===== src/rtl/spi_pkg.sv =====
// Shared SPI target definitions: frame width and the frame-level FSM state type.
package spi_pkg;

  localparam int SPI_BYTE_W = 8;

  typedef enum logic {
    SPI_IDLE   = 1'b0,
    SPI_ACTIVE = 1'b1
  } spi_st_t;

endpackage


===== src/rtl/spi_sync.sv =====
// Multi-flop synchroniser for one asynchronous pad input; reset value is a parameter
// so idle-high signals such as cs_n come out of reset deselected.
module spi_sync #(
  parameter int   STAGES  = 2,
  parameter logic RST_VAL = 1'b0
) (
  input  logic clk,
  input  logic rst,
  input  logic d,
  output logic q
);

  logic [STAGES-1:0] chain;

  always_ff @(posedge clk) begin
    if (rst) begin
      chain <= {STAGES{RST_VAL}};
    end else begin
      chain <= {chain[STAGES-2:0], d};
    end
  end

  assign q = chain[STAGES-1];

endmodule


===== src/rtl/spi_peripheral.sv =====
// SPI mode-0 target front-end: oversampled sclk/cs_n/mosi, MSB-first byte deserialiser
// and MISO serialiser. Define SPI_PERIPH_FRAME_ERR_EN to add the frame_err output.
module spi_peripheral
  import spi_pkg::*;
#(
  parameter int SYNC_STAGES = 2,
  parameter int BYTE_W      = SPI_BYTE_W
) (
  input  logic              clk,
  input  logic              rst,
  input  logic              sclk,
  input  logic              cs_n,
  input  logic              mosi,
  output logic              miso,
  output logic              miso_oe,
  output logic              new_data,
  output logic [BYTE_W-1:0] rx_data,
  input  logic [BYTE_W-1:0] tx_data
`ifdef SPI_PERIPH_FRAME_ERR_EN
  ,
  output logic              frame_err
`endif
);

  localparam int CNT_W  = $clog2(BYTE_W);
  localparam int WARM_W = $clog2(SYNC_STAGES + 1);
  localparam logic [CNT_W-1:0]  LAST_BIT  = CNT_W'(BYTE_W - 1);
  localparam logic [WARM_W-1:0] WARM_DONE = WARM_W'(SYNC_STAGES);

  logic sclk_s, cs_n_s, mosi_s;
  logic sclk_d, cs_n_d;
  logic sclk_rise, sclk_fall, cs_fall;
  logic [WARM_W-1:0] warm_cnt;
  logic settled;

  spi_sync #(.STAGES(SYNC_STAGES), .RST_VAL(1'b0)) u_sync_sclk (
    .clk (clk), .rst (rst), .d (sclk), .q (sclk_s)
  );
  spi_sync #(.STAGES(SYNC_STAGES), .RST_VAL(1'b1)) u_sync_cs_n (
    .clk (clk), .rst (rst), .d (cs_n), .q (cs_n_s)
  );
  spi_sync #(.STAGES(SYNC_STAGES), .RST_VAL(1'b0)) u_sync_mosi (
    .clk (clk), .rst (rst), .d (mosi), .q (mosi_s)
  );

  // cs_n_d only tracks cs_n_s once the chains hold real pad samples, so a select held
  // low through reset never looks like a fresh high->low transition.
  assign settled = (warm_cnt == WARM_DONE);

  always_ff @(posedge clk) begin
    if (rst) begin
      warm_cnt <= '0;
      sclk_d   <= 1'b0;
      cs_n_d   <= 1'b0;
    end else begin
      if (!settled) warm_cnt <= warm_cnt + WARM_W'(1);
      sclk_d <= sclk_s;
      if (settled) cs_n_d <= cs_n_s;
    end
  end

  assign sclk_rise = sclk_s & ~sclk_d;
  assign sclk_fall = ~sclk_s & sclk_d;
  assign cs_fall   = cs_n_d & ~cs_n_s;

  spi_st_t state_q, state_d;
  logic enter, leave, shift_in, shift_out;

  always_ff @(posedge clk) begin
    if (rst) state_q <= SPI_IDLE;
    else     state_q <= state_d;
  end

  always_comb begin
    state_d = state_q;
    case (state_q)
      SPI_IDLE:   if (cs_fall) state_d = SPI_ACTIVE;
      SPI_ACTIVE: if (cs_n_s)  state_d = SPI_IDLE;
      default:    state_d = SPI_IDLE;
    endcase
  end

  // Deselect takes priority: an sclk edge seen in the same cycle cs_n_s is high is dropped.
  always_comb begin
    enter     = 1'b0;
    leave     = 1'b0;
    shift_in  = 1'b0;
    shift_out = 1'b0;
    case (state_q)
      SPI_IDLE: enter = cs_fall;
      SPI_ACTIVE: begin
        if (cs_n_s) begin
          leave = 1'b1;
        end else begin
          shift_in  = sclk_rise;
          shift_out = sclk_fall;
        end
      end
      default: ;
    endcase
  end

  logic [BYTE_W-2:0] rx_sr;
  logic [BYTE_W-1:0] tx_sr;
  logic [CNT_W-1:0]  bit_cnt;
  logic              reload;

  // Receive handshake: new_data is a one-cycle strobe marking rx_data as a fresh byte;
  // there is no ready, the controller must take it in that cycle (rx_data also holds).
  always_ff @(posedge clk) begin
    if (rst) begin
      rx_sr    <= '0;
      tx_sr    <= '0;
      bit_cnt  <= '0;
      reload   <= 1'b0;
      rx_data  <= '0;
      new_data <= 1'b0;
    end else begin
      new_data <= 1'b0;
      if (enter) begin
        tx_sr   <= tx_data;
        bit_cnt <= '0;
        reload  <= 1'b0;
      end else if (leave) begin
        bit_cnt <= '0;
        reload  <= 1'b0;
      end else begin
        if (shift_in) begin
          rx_sr <= {rx_sr[BYTE_W-3:0], mosi_s};
          if (bit_cnt == LAST_BIT) begin
            rx_data  <= {rx_sr, mosi_s};
            new_data <= 1'b1;
            bit_cnt  <= '0;
            reload   <= 1'b1;
          end else begin
            bit_cnt <= bit_cnt + CNT_W'(1);
          end
        end
        // The reload falls on the last bit's trailing edge, long after new_data,
        // so the controller's response byte is already registered on tx_data.
        if (shift_out) begin
          if (reload) begin
            tx_sr  <= tx_data;
            reload <= 1'b0;
          end else begin
            tx_sr <= {tx_sr[BYTE_W-2:0], 1'b0};
          end
        end
      end
    end
  end

  assign miso_oe = (state_q == SPI_ACTIVE);
  assign miso    = miso_oe & tx_sr[BYTE_W-1];

`ifdef SPI_PERIPH_FRAME_ERR_EN
  always_ff @(posedge clk) begin
    if (rst) frame_err <= 1'b0;
    else     frame_err <= leave && (bit_cnt != '0);
  end
`else
  // Without the status output a partial byte at deselect is simply dropped.
`endif

endmodule


===== config.mk =====
export PLATFORM = sky130hd
export DESIGN_NAME = spi_peripheral
export DESIGN_NICKNAME = d
export VERILOG_FILES = /design/src/rtl/spi_pkg.sv /design/src/rtl/spi_sync.sv /design/src/rtl/spi_peripheral.sv
export SDC_FILE = /design/constraint.sdc
export NUM_CORES = 1
export LEC_CHECK = 0
export ABC_AREA = 1
export ABC_CLOCK_PERIOD_IN_PS = 2200
export CAP_MARGIN = 20
export CORE_MARGIN = 4
export CORE_UTILIZATION = 58
export CTS_CLUSTER_SIZE = 40
export DETAILED_ROUTE_END_ITERATION = 12
export GPL_TIMING_DRIVEN = 0
export PLACE_DENSITY = 0.88
export SYNTH_ARGS = -nofsm -noshare
export SYNTH_HDL_FRONTEND = slang
export SYNTH_SLANG_ARGS = --single-unit

===== constraint.sdc =====
create_clock -name clk -period 2.2 [get_ports clk]
set_input_delay 0.33 -clock clk [delete_from_list [all_inputs] [get_ports clk]]
set_output_delay 0.33 -clock clk [all_outputs]
set_load 0.005 [all_outputs]

After elaboration in Yosys (flattened, before gate mapping)
Index checks and enable logic that the tools add are counted.
- $add $sub $neg: 2
- equal/unequal tests: 3
- mux-type cells: 20
- bitwise gates (word level): 11
- reductions and logical operators: 6
- operators by type and width (kind ; number):
    $mux W8 ; 4
    $mux W1 ; 14
    $not A1 Y1 ; 7
    $and A1 B1 Y1 ; 4
    $reduce_and A4 Y1 ; 1
    $reduce_or A4 Y1 ; 1
    $add A3 B1 Y3 const B ; 1
    $eq A3 B3 Y1 const B ; 1
    $mux W3 ; 1
    $reduce_and A3 Y1 ; 1
    $reduce_or A3 Y1 ; 1
    $add A2 B1 Y2 const B ; 1
    $eq A2 B2 Y1 const B ; 1
    $ne A2 B2 Y1 const B ; 1
    $pmux W1 S2 ; 1
    $reduce_and A2 Y1 ; 1
    $reduce_bool A2 Y1 ; 1
- register bits after elaboration: 39
- input port bits: 13
- output and inout port bits: 11
- word-level logic and storage cells: 55

Depth between registers and ports, before layout
Gate-level depths: netlist of run 1.
- depth after elaboration: 7
- gate-level depth with buffers: 8
- gate-level depth less buffers: 7

By module
Synthesis of run 1 repeated with hierarchy kept, for this count alone.
- cell total of the unflattened synthesis: 280
- area total of the unflattened synthesis: 1796.7 um^2
- by module, submodules not included (module ; instances ; cells an instance ; area an instance (um^2) ; sequential area each (um^2)):
    spi_peripheral ; 1 ; 261 ; 1627.8 ; 660.6
    spi_sync at u_sync_mosi ... ; 2 ; 6 ; 55.1 ; 40.0
    spi_sync at u_sync_cs_n ; 1 ; 7 ; 58.8 ; 40.0

Least setup slack after synthesis of run 1
No wires, ideal clock.
- path type: reg-to-reg
- start: register bit_cnt[0]
- end: register rx_data[0]
- setup time: 0.064 ns
- arrival: 1.215 ns
- required time: 2.136 ns
- setup slack: 0.922 ns
- cell stages (with the launch flop): 8
- buffers on the path: 1
- period minus slack after synthesis: 1.278 ns
- cells stage by stage: dfxtp_1 -> ha_1 -> ha_1 -> clkbuf_1 -> nand2_2 -> nand2_1 -> inv_1 -> nor2_1
- cells in the longest elaborated chain, start to end: 2
- ends and longest elaborated chain (what ; line ; source):
    start: declaration ; spi_peripheral.sv:105 ; logic [CNT_W-1:0] bit_cnt;
    start signal: assignment ; spi_peripheral.sv:136 ; bit_cnt <= bit_cnt + CNT_W'(1);
    $eq A3 B3 Y1 ; spi_peripheral.sv:130 ; if (bit_cnt == LAST_BIT) begin
    $reduce_and A4 Y1 (no line) ; - ;
    end signal: assignment ; spi_peripheral.sv:131 ; rx_data <= {rx_sr, mosi_s};
    end: declaration ; spi_peripheral.sv:17 ; output logic [BYTE_W-1:0] rx_data,
Every way passes these cells.
A chain may end at the register's enable or synchronous reset.

Final worst setup path of run 1
- start: register state_q (netlist: miso_oe)
- end: output miso
- cells in the longest elaborated chain, start to end: 1
- ends and longest elaborated chain (what ; line ; source):
    start: declaration ; spi_peripheral.sv:66 ; spi_st_t state_q, state_d;
    start signal: assignment ; spi_peripheral.sv:71 ; else state_q <= state_d;
    $and A1 B1 Y1 ; spi_peripheral.sv:154 ; assign miso = miso_oe & tx_sr[BYTE_W-1];
    end: declaration ; spi_peripheral.sv:14 ; output logic miso,
Every way passes these cells.

==> results of run 1 <==
## cells by family after synthesis
| logic type | synth area share |
|---|---|
| flops | 0.435 |
| simple gates | 0.374 |
| compound gates | 0.0446 |
| fa+ha+maj | 0.0209 |
| buf+inv | 0.125 |
## where the power goes
part	switching, W	internal [W]	total (W)
Combinational	0.0000914	0.0000669	0.000158
Clock	0.000235	0.000123	0.000358
Sequential	0.0000135	0.000737	0.000751
## state kept, by name, indices dropped and copies added (netlist names), 2 cells and up
| name | count |
|---|---|
| u_sync_cs_n.chain | 2 |
| warm_cnt | 2 |
| tx_sr | 8 |
| u_sync_sclk.chain | 2 |
| rx_sr | 7 |
| bit_cnt | 3 |
| u_sync_mosi.chain | 2 |
| rx_data | 8 |
## layout make-up
class                      count  area [sq um]  area share
buffer                        10          47.5      0.0225
inverter                      47           176      0.0833
timing repair buffer          23           230       0.109
tap                           31          38.8      0.0183
multi-input combinational    182           790       0.373
clock buffer                   6          41.3      0.0195
sequential                    39           781       0.369
clock inverter                 2          12.5     0.00591
## path summary, 6_finish.rpt
| check | end | slack [ps] | depth (start not counted) |
|---|---|---|---|
| min | u_sync_mosi.chain[1]$_SDFF_PP0_ | 420 | 2 |
| max reg2reg | reload$_SDFF_PP0_ | 620 | 7 |
| max | miso | 500 | 3 |
| min reg2reg | u_sync_mosi.chain[1]$_SDFF_PP0_ | 420 | 2 |
## layout by cell type (no fill, tap or decap)
cell and n:
sky130_fd_sc_hd__or2_2 2, sky130_fd_sc_hd__clkbuf_1 5, sky130_fd_sc_hd__inv_1 45, sky130_fd_sc_hd__buf_2 5
sky130_fd_sc_hd__a21oi_1 7, sky130_fd_sc_hd__clkbuf_4 5, sky130_fd_sc_hd__o21ai_0 9, sky130_fd_sc_hd__nor2_2 1
sky130_fd_sc_hd__inv_2 1, sky130_fd_sc_hd__ha_1 3, sky130_fd_sc_hd__nor2_4 1, sky130_fd_sc_hd__buf_4 1
sky130_fd_sc_hd__clkinvlp_4 1, sky130_fd_sc_hd__clkdlybuf4s50_1 23, sky130_fd_sc_hd__dfxtp_1 39, sky130_fd_sc_hd__nand4_1 8
sky130_fd_sc_hd__nor2_1 52, sky130_fd_sc_hd__clkinv_2 1, sky130_fd_sc_hd__nand3_1 18, sky130_fd_sc_hd__clkinv_1 1
sky130_fd_sc_hd__nand2_2 1, sky130_fd_sc_hd__nand2_1 80
## tightest hold or removal path, cell delays in order (launching register included)
cell and delay (ps):
sky130_fd_sc_hd__dfxtp_1 320, sky130_fd_sc_hd__inv_1 40, sky130_fd_sc_hd__nor2_1 30
## per-layer routing
metal / GRT usage / up-vias / wire length, um
met3: 0.0551 / 6 / 172
li1: - / 897 / -
met4: 0.0674 / 0 / 52
met5: 0 / - / 0
met1: 0.218 / 740 / 1630
met2: 0.362 / 30 / 1850
## metrics by stage
step	instance area, sq um	hold WS [ps]	utilization
final	2120	418	0.742
after global routing	2120	444	0.742
after CTS	2120	422	0.742
after detailed placement	2060	404	0.723
after global placement	2060	390	0.723
after floorplan	1790	388	-
==> impl_table.tex, run 1 <==
\begin{tabular}{lr}
\hline
Metric & Value \\
\hline
\multicolumn{2}{l}{\textbf{Status}} \\
Outcome & finished, final reports clean \\
\multicolumn{2}{l}{\textbf{GRT}} \\
First-pass GRT wire length & approximately 6.5 mm \\
Number of global-route vias before repair & $\sim$1500 \\
Leftover overflow at the end of global routing & 0 \\
Initial antenna violation count & 0 \\
Aggregate global-route resource usage & 0.198 \\
Largest net degree at the start of global routing & 13 \\
\multicolumn{2}{l}{\textbf{Detailed routing}} \\
Final antenna-violating net count & 0 \\
Pre-Repair DR Iteration Count & 4 \\
DRC violation count after routing & 0 \\
Mean routed wirelength per cell & 10.9 um \\
Via density & roughly 4.9 \\
Final Routed Wirelength & $\sim$3.7 mm \\
Drt first-iter violations & 79 \\
Via count of the routed design & $\sim$1700 \\
\multicolumn{2}{l}{\textbf{Synth}} \\
Cell types with the largest area share after synthesis & sky130\_fd\_sc\_hd\_\_dfxtp\_1 (44\%), sky130\_fd\_sc\_hd\_\_nand2\_1 (17\%), sky130\_fd\_sc\_hd\_\_nor2\_1 (11\%), sky130\_fd\_sc\_hd\_\_inv\_1 (9.4\%), sky130\_fd\_sc\_hd\_\_nand3\_1 (5.0\%) \\
Post-synthesis cell type count & 18 \\
Most common cell in the synthesized netlist & sky130\_fd\_sc\_hd\_\_nand2\_1 \\
Dominant cell type by area after synthesis & sky130\_fd\_sc\_hd\_\_dfxtp\_1 \\
Count of yosys warnings during synthesis & 0 \\
Post-Syn Instances & about 280 \\
Primary flip-flop cell chosen by synthesis mapping & sky130\_fd\_sc\_hd\_\_dfxtp\_1 \\
Avg Cell Area, Syn & 6.45 sq um \\
Syn\_nets & just under 300 \\
Post-synth top area share & 0.435 \\
Flip-flop and latch count after synthesis & 39 \\
Number of flops mapped to enable cells by yosys & 0 \\
Post-synthesis sequential area ratio & 0.435 \\
Post-synthesis instance area & roughly 1800 sq um \\
Commonest cells in the synthesized netlist & sky130\_fd\_sc\_hd\_\_nand2\_1 (80), sky130\_fd\_sc\_hd\_\_nor2\_1 (52), sky130\_fd\_sc\_hd\_\_inv\_1 (45) \\
Post-synth ARST share & 0 \\
\multicolumn{2}{l}{\textbf{STA}} \\
Slew of the pin with the lowest slew margin & about 470 ps \\
Layout Skew & between 10 and 15 ps \\
Portion of the clock cycle consumed by the worst path in the final layout & 0.771 \\
Crit path setup slack, layout & roughly 500 ps \\
Fmax & around 600 MHz \\
RSZ-0062 raised after global routing & no \\
Total count of hold-check failures in the final report & 0 \\
Worst slew slack as a fraction of its limit & 0.688 \\
Post-layout min period & around 1700 ps \\
Setup TNS & 0 ps \\
Final setup vio count & 0 \\
Max-slew violations & 0 \\
\multicolumn{2}{l}{\textbf{Job}} \\
Max\_cap viols & 0 \\
\multicolumn{2}{l}{\textbf{Finish}} \\
Post-layout net count & approximately 320 \\
Layout overhead on the synthesized area & 18.0\% \\
Antenna Cells & 0 \\
Number of standard cells in the final layout excluding fillers & 340 \\
Fraction of layout cells with a size suffix above 1 & 0.0615 \\
Fill count & about 250 \\
\multicolumn{2}{l}{\textbf{Setup path}} \\
Type of destination of the critical path & primary output \\
Largest stage delay on the critical path & between 400 and 500 ps \\
Buffers and inverters on the worst path & 2 \\
Cell chain of the critical path & nand2\_1 > inv\_1 > clkdlybuf4s50\_1 \\
Cell family with most CP delay & buffers and inverters \\
Crit-path slowest cell & sky130\_fd\_sc\_hd\_\_clkdlybuf4s50\_1 \\
Worst Path Required & 1870 ps \\
Critical path class & reg2out \\
Worst-path maximum fanout & 5 \\
Worst reg2reg path startpoint & bit\_cnt[0]\$\_SDFFE\_PP0N\_ \\
Critical Path Start Type & register \\
CP startpoint & miso\_oe\$\_SDFF\_PP0\_ \\
Worst path arrival time & roughly 1400 ps \\
\multicolumn{2}{l}{\textbf{Floorplan}} \\
Die Ht & 63.6 um \\
Die width & roughly 64 um \\
FP Rows & 19 \\
Core Footprint & 2850 sq um \\
I/O Pins & 24 \\
Initial Util & 0.629 \\
Area of the die & slightly above 4000 sq um \\
\multicolumn{2}{l}{\textbf{Clock network}} \\
Cts bufs inserted & 5 \\
Clock tree root buffer cell & sky130\_fd\_sc\_hd\_\_clkbuf\_4 \\
Number of H-tree levels & 2 \\
Clock Pin Slew Worst Setup and Hold Paths & roughly 110 ps \\
Post-CTS Hold Buffers & 0 \\
Max Root-Sink Buffers & 2 \\
Count of buffers added by post-CTS timing repair for setup & 0 \\
Total of cells resized after clock tree synthesis & 0 \\
TritonCTS clock tree & built \\
Sinks on Clock Net & 39 \\
Insertion delay of the later-clocked pin in the worst-skew pair & 350 ps \\
\multicolumn{2}{l}{\textbf{Placed design}} \\
Pre-CTS setup slack & 562 ps \\
I/O Buffers & 23 \\
DPL Wire Length & between 2 and 3 mm \\
Last weighted congestion value of the routability-driven placer & about 0.87 \\
Post-Place Cells & roughly 330 \\
\multicolumn{2}{l}{\textbf{Pwr}} \\
Power per cell area & between 500 and 600 nW/um\^{}2 \\
Peak ir drop on the vdd network & around 0.47 mV \\
Static Leakage & between 1 and 1.5 nW \\
Post-layout power & between 0.001 and 0.0015 W \\
\multicolumn{2}{l}{\textbf{Min path}} \\
Hold wc startpoint & u\_sync\_mosi.chain[0]\$\_SDFF\_PP0\_ \\
Worst Hold Class & reg2reg \\
\hline
\end{tabular}
No activity file was read; power rests on OpenSTA's default activity.
==> inputs of run 2 (changes only) <==
- ABC_CLOCK_PERIOD_IN_PS: 2200 -> 1660
- CORE_UTILIZATION: 58 -> 54
- PLACE_DENSITY: 0.88 -> 0.83
- clock period: 2.2 -> 1.66 ns (I/O delays scaled with it)
==> impl_table.tex, run 2 (synthesis results as in run 1) <==
\begin{tabular}{lr}
\hline
Metric & Value \\
\hline
\multicolumn{2}{l}{\textbf{STA}} \\
Layout Skew & approximately 17 ps \\
Setup TNS & 0 ps \\
Fmax & between 600 and 700 MHz \\
Slew of the pin with the lowest slew margin & around 530 ps \\
Total count of hold-check failures in the final report & 0 \\
Worst slew slack as a fraction of its limit & 0.649 \\
Portion of the clock cycle consumed by the worst path in the final layout & 0.941 \\
Final setup vio count & 0 \\
Post-layout min period & between 1500 and 2000 ps \\
Max-slew violations & 0 \\
RSZ-0062 raised after global routing & no \\
\multicolumn{2}{l}{\textbf{Clock network}} \\
Max Root-Sink Buffers & 2 \\
Clock tree root buffer cell & sky130\_fd\_sc\_hd\_\_clkbuf\_4 \\
Post-CTS Hold Buffers & 0 \\
Clock Pin Slew Worst Setup and Hold Paths & $\sim$120 ps \\
Number of H-tree levels & 2 \\
TritonCTS clock tree & built \\
Sinks on Clock Net & 39 \\
Cts bufs inserted & 5 \\
Insertion delay of the later-clocked pin in the worst-skew pair & 350 ps \\
\multicolumn{2}{l}{\textbf{Setup path}} \\
Register-to-register path setup slack & about 210 ps \\
Reg2Reg Capture Point & rx\_data[0]\$\_SDFFE\_PP0P\_ \\
Type of destination of the critical path & primary output \\
Critical Path Start Type & register \\
Worst-path maximum fanout & 5 \\
Worst reg2reg path startpoint & bit\_cnt[0]\$\_SDFFE\_PP0N\_ \\
Worst Path Required & about 1400 ps \\
Buffers and inverters on the worst path & 2 \\
Cell chain of the critical path & nand2\_1 > inv\_1 > clkdlybuf4s50\_1 \\
Largest stage delay on the critical path & about 480 ps \\
Cell family with most CP delay & buffers and inverters \\
Crit-path slowest cell & sky130\_fd\_sc\_hd\_\_clkdlybuf4s50\_1 \\
Depth of the worst register-to-register path & 6 \\
Critical path class & reg2out \\
Worst path arrival time & 1310 ps \\
\multicolumn{2}{l}{\textbf{Finish}} \\
Antenna Cells & 0 \\
Register area & between 700 and 800 sq um \\
Commonest non-fill, non-tap cells in the layout & sky130\_fd\_sc\_hd\_\_nand2\_1 (80), sky130\_fd\_sc\_hd\_\_nor2\_1 (52), sky130\_fd\_sc\_hd\_\_inv\_1 (45), sky130\_fd\_sc\_hd\_\_dfxtp\_1 (38), sky130\_fd\_sc\_hd\_\_clkdlybuf4s50\_1 (23) \\
Layout overhead on the synthesized area & 18.8\% \\
Leading registers by flop count & rx\_data x8, tx\_sr x8, rx\_sr x7 \\
Fraction of layout cells with a size suffix above 1 & 0.0649 \\
Fill count & 290 \\
Area of all placed cells without fillers & approximately 2100 sq um \\
Leading cell type in the layout, fill and taps excluded & sky130\_fd\_sc\_hd\_\_nand2\_1 \\
Area of the multi-input gates & between 700 and 800 sq um \\
Post-layout net count & between 300 and 400 \\
\multicolumn{2}{l}{\textbf{GRT}} \\
Aggregate global-route resource usage & 0.199 \\
First-pass GRT wire length & approximately 6.7 mm \\
Largest net degree at the start of global routing & 13 \\
Initial antenna violation count & 0 \\
Leftover overflow at the end of global routing & 0 \\
Number of global-route vias before repair & $\sim$1600 \\
\multicolumn{2}{l}{\textbf{Min path}} \\
Number of cells traversed by the worst hold path & 3 \\
Worst Hold Class & in2reg \\
Capture endpoint of the worst hold path & u\_sync\_mosi.chain[0]\$\_SDFF\_PP0\_ \\
Hold wc startpoint & mosi \\
\multicolumn{2}{l}{\textbf{Detailed routing}} \\
Pre-Repair DR Iteration Count & 4 \\
Mean routed wirelength per cell & between 10 and 15 um \\
DRC violation count after routing & 0 \\
Final Routed Wirelength & between 3 and 4 mm \\
Via density & 4.75 \\
Final antenna-violating net count & 0 \\
Drt first-iter violations & 107 \\
Via count of the routed design & about 1700 \\
\multicolumn{2}{l}{\textbf{Floorplan}} \\
Die Ht & around 66 um \\
FP Rows & 20 \\
Core Footprint & 3130 sq um \\
Area of the die & $\sim$4300 sq um \\
Die width & approximately 66 um \\
I/O Pins & 24 \\
Initial Util & 0.574 \\
\multicolumn{2}{l}{\textbf{Placed design}} \\
DPL Wire Length & between 2 and 3 mm \\
Dpl cell area & between 2000 and 2500 sq um \\
I/O Buffers & 23 \\
Last weighted congestion value of the routability-driven placer & about 0.85 \\
\multicolumn{2}{l}{\textbf{Pwr}} \\
Power per cell area & between 700 and 800 nW/um\^{}2 \\
Peak ir drop on the vdd network & slightly below 0.7 mV \\
Static Leakage & between 1 and 1.5 nW \\
\multicolumn{2}{l}{\textbf{Job}} \\
Max\_cap viols & 0 \\
\multicolumn{2}{l}{\textbf{Status}} \\
Outcome & finished, final reports clean \\
\hline
\end{tabular}
-- run 2: cell types whose count changed in the layout (fill, tap and decap cells not counted) --
| cell | before | now |
|---|---|---|
| sky130_fd_sc_hd__clkbuf_1 | 5 | 4 |
| sky130_fd_sc_hd__dfxtp_1 | 39 | 38 |
| sky130_fd_sc_hd__dfxtp_2 | 0 | 1 |
-- run 2: final cells by class --
class | count | share of cell area
Inverter | 47 | 0.0828
Timing Repair Buffer | 23 | 0.108
Clock buffer | 6 | 0.0194
Tap cell | 44 | 0.0258
Sequential cell | 39 | 0.367
Multi-Input combinational cell | 182 | 0.371
Clock inverter | 2 | 0.00587
Buffer | 9 | 0.0206
-- run 2: per-stage QoR --
step	hold slack (ps)	worst slack (ps)	utilization	power, W	cells
after floorplan	353	382	-	0.00116	278
after global placement	389	98.3	0.665	0.00122	345
after detailed placement	397	74.8	0.665	0.00122	345
after CTS	399	34.5	0.682	0.00169	353
after global routing	398	2.86	0.681	0.00178	352
final	407	97.8	0.681	0.00168	352
-- run 2: worst max path at each step --
stage / slack, ps / cells past startpoint / to / startpoint
after global placement: 100 / 5 / rx_data[0]$_SDFFE_PP0P_ / rst
after floorplan: 380 / 7 / rx_data[0]$_SDFFE_PP0P_ / bit_cnt[0]$_SDFFE_PP0N_
after global routing: 3 / 6 / rx_data[3]$_SDFFE_PP0P_ / bit_cnt[0]$_SDFFE_PP0N_
final: 100 / 3 / miso / miso_oe$_SDFF_PP0_
after CTS: 30 / 3 / miso / miso_oe$_SDFF_PP0_
after detailed placement: 70 / 5 / rx_data[0]$_SDFFE_PP0P_ / rst
-- run 2: power breakdown --
group          switching [W]  internal [W]  total [W]
Sequential         0.0000174      0.000977   0.000994
Clock               0.000314      0.000164   0.000477
Combinational       0.000119     0.0000887   0.000208
-- run 2: layer usage --
layer / vias to the layer above / GRT usage / wire length (um)
li1: 897 / - / -
met1: 738 / 0.236 / 1620
met2: 27 / 0.338 / 1730
met3: 9 / 0.0530 / 154
met4: 0 / 0.0777 / 92
met5: - / 0 / 0
-- run 2: what timing repair did --
| action | in CTS | in global routing |
|---|---|---|
| endpoints found under the setup margin | 0 | 10 |
| resized for setup | 0 | 1 |
| endpoints found under the hold margin | 0 | 0 |
| buffers inserted | 0 | 0 |
-- run 2: worst min-delay path, stage by stage --
cell	delay, ps
sky130_fd_sc_hd__clkdlybuf4s50_1	390
sky130_fd_sc_hd__inv_1	50
sky130_fd_sc_hd__nor2_1	30
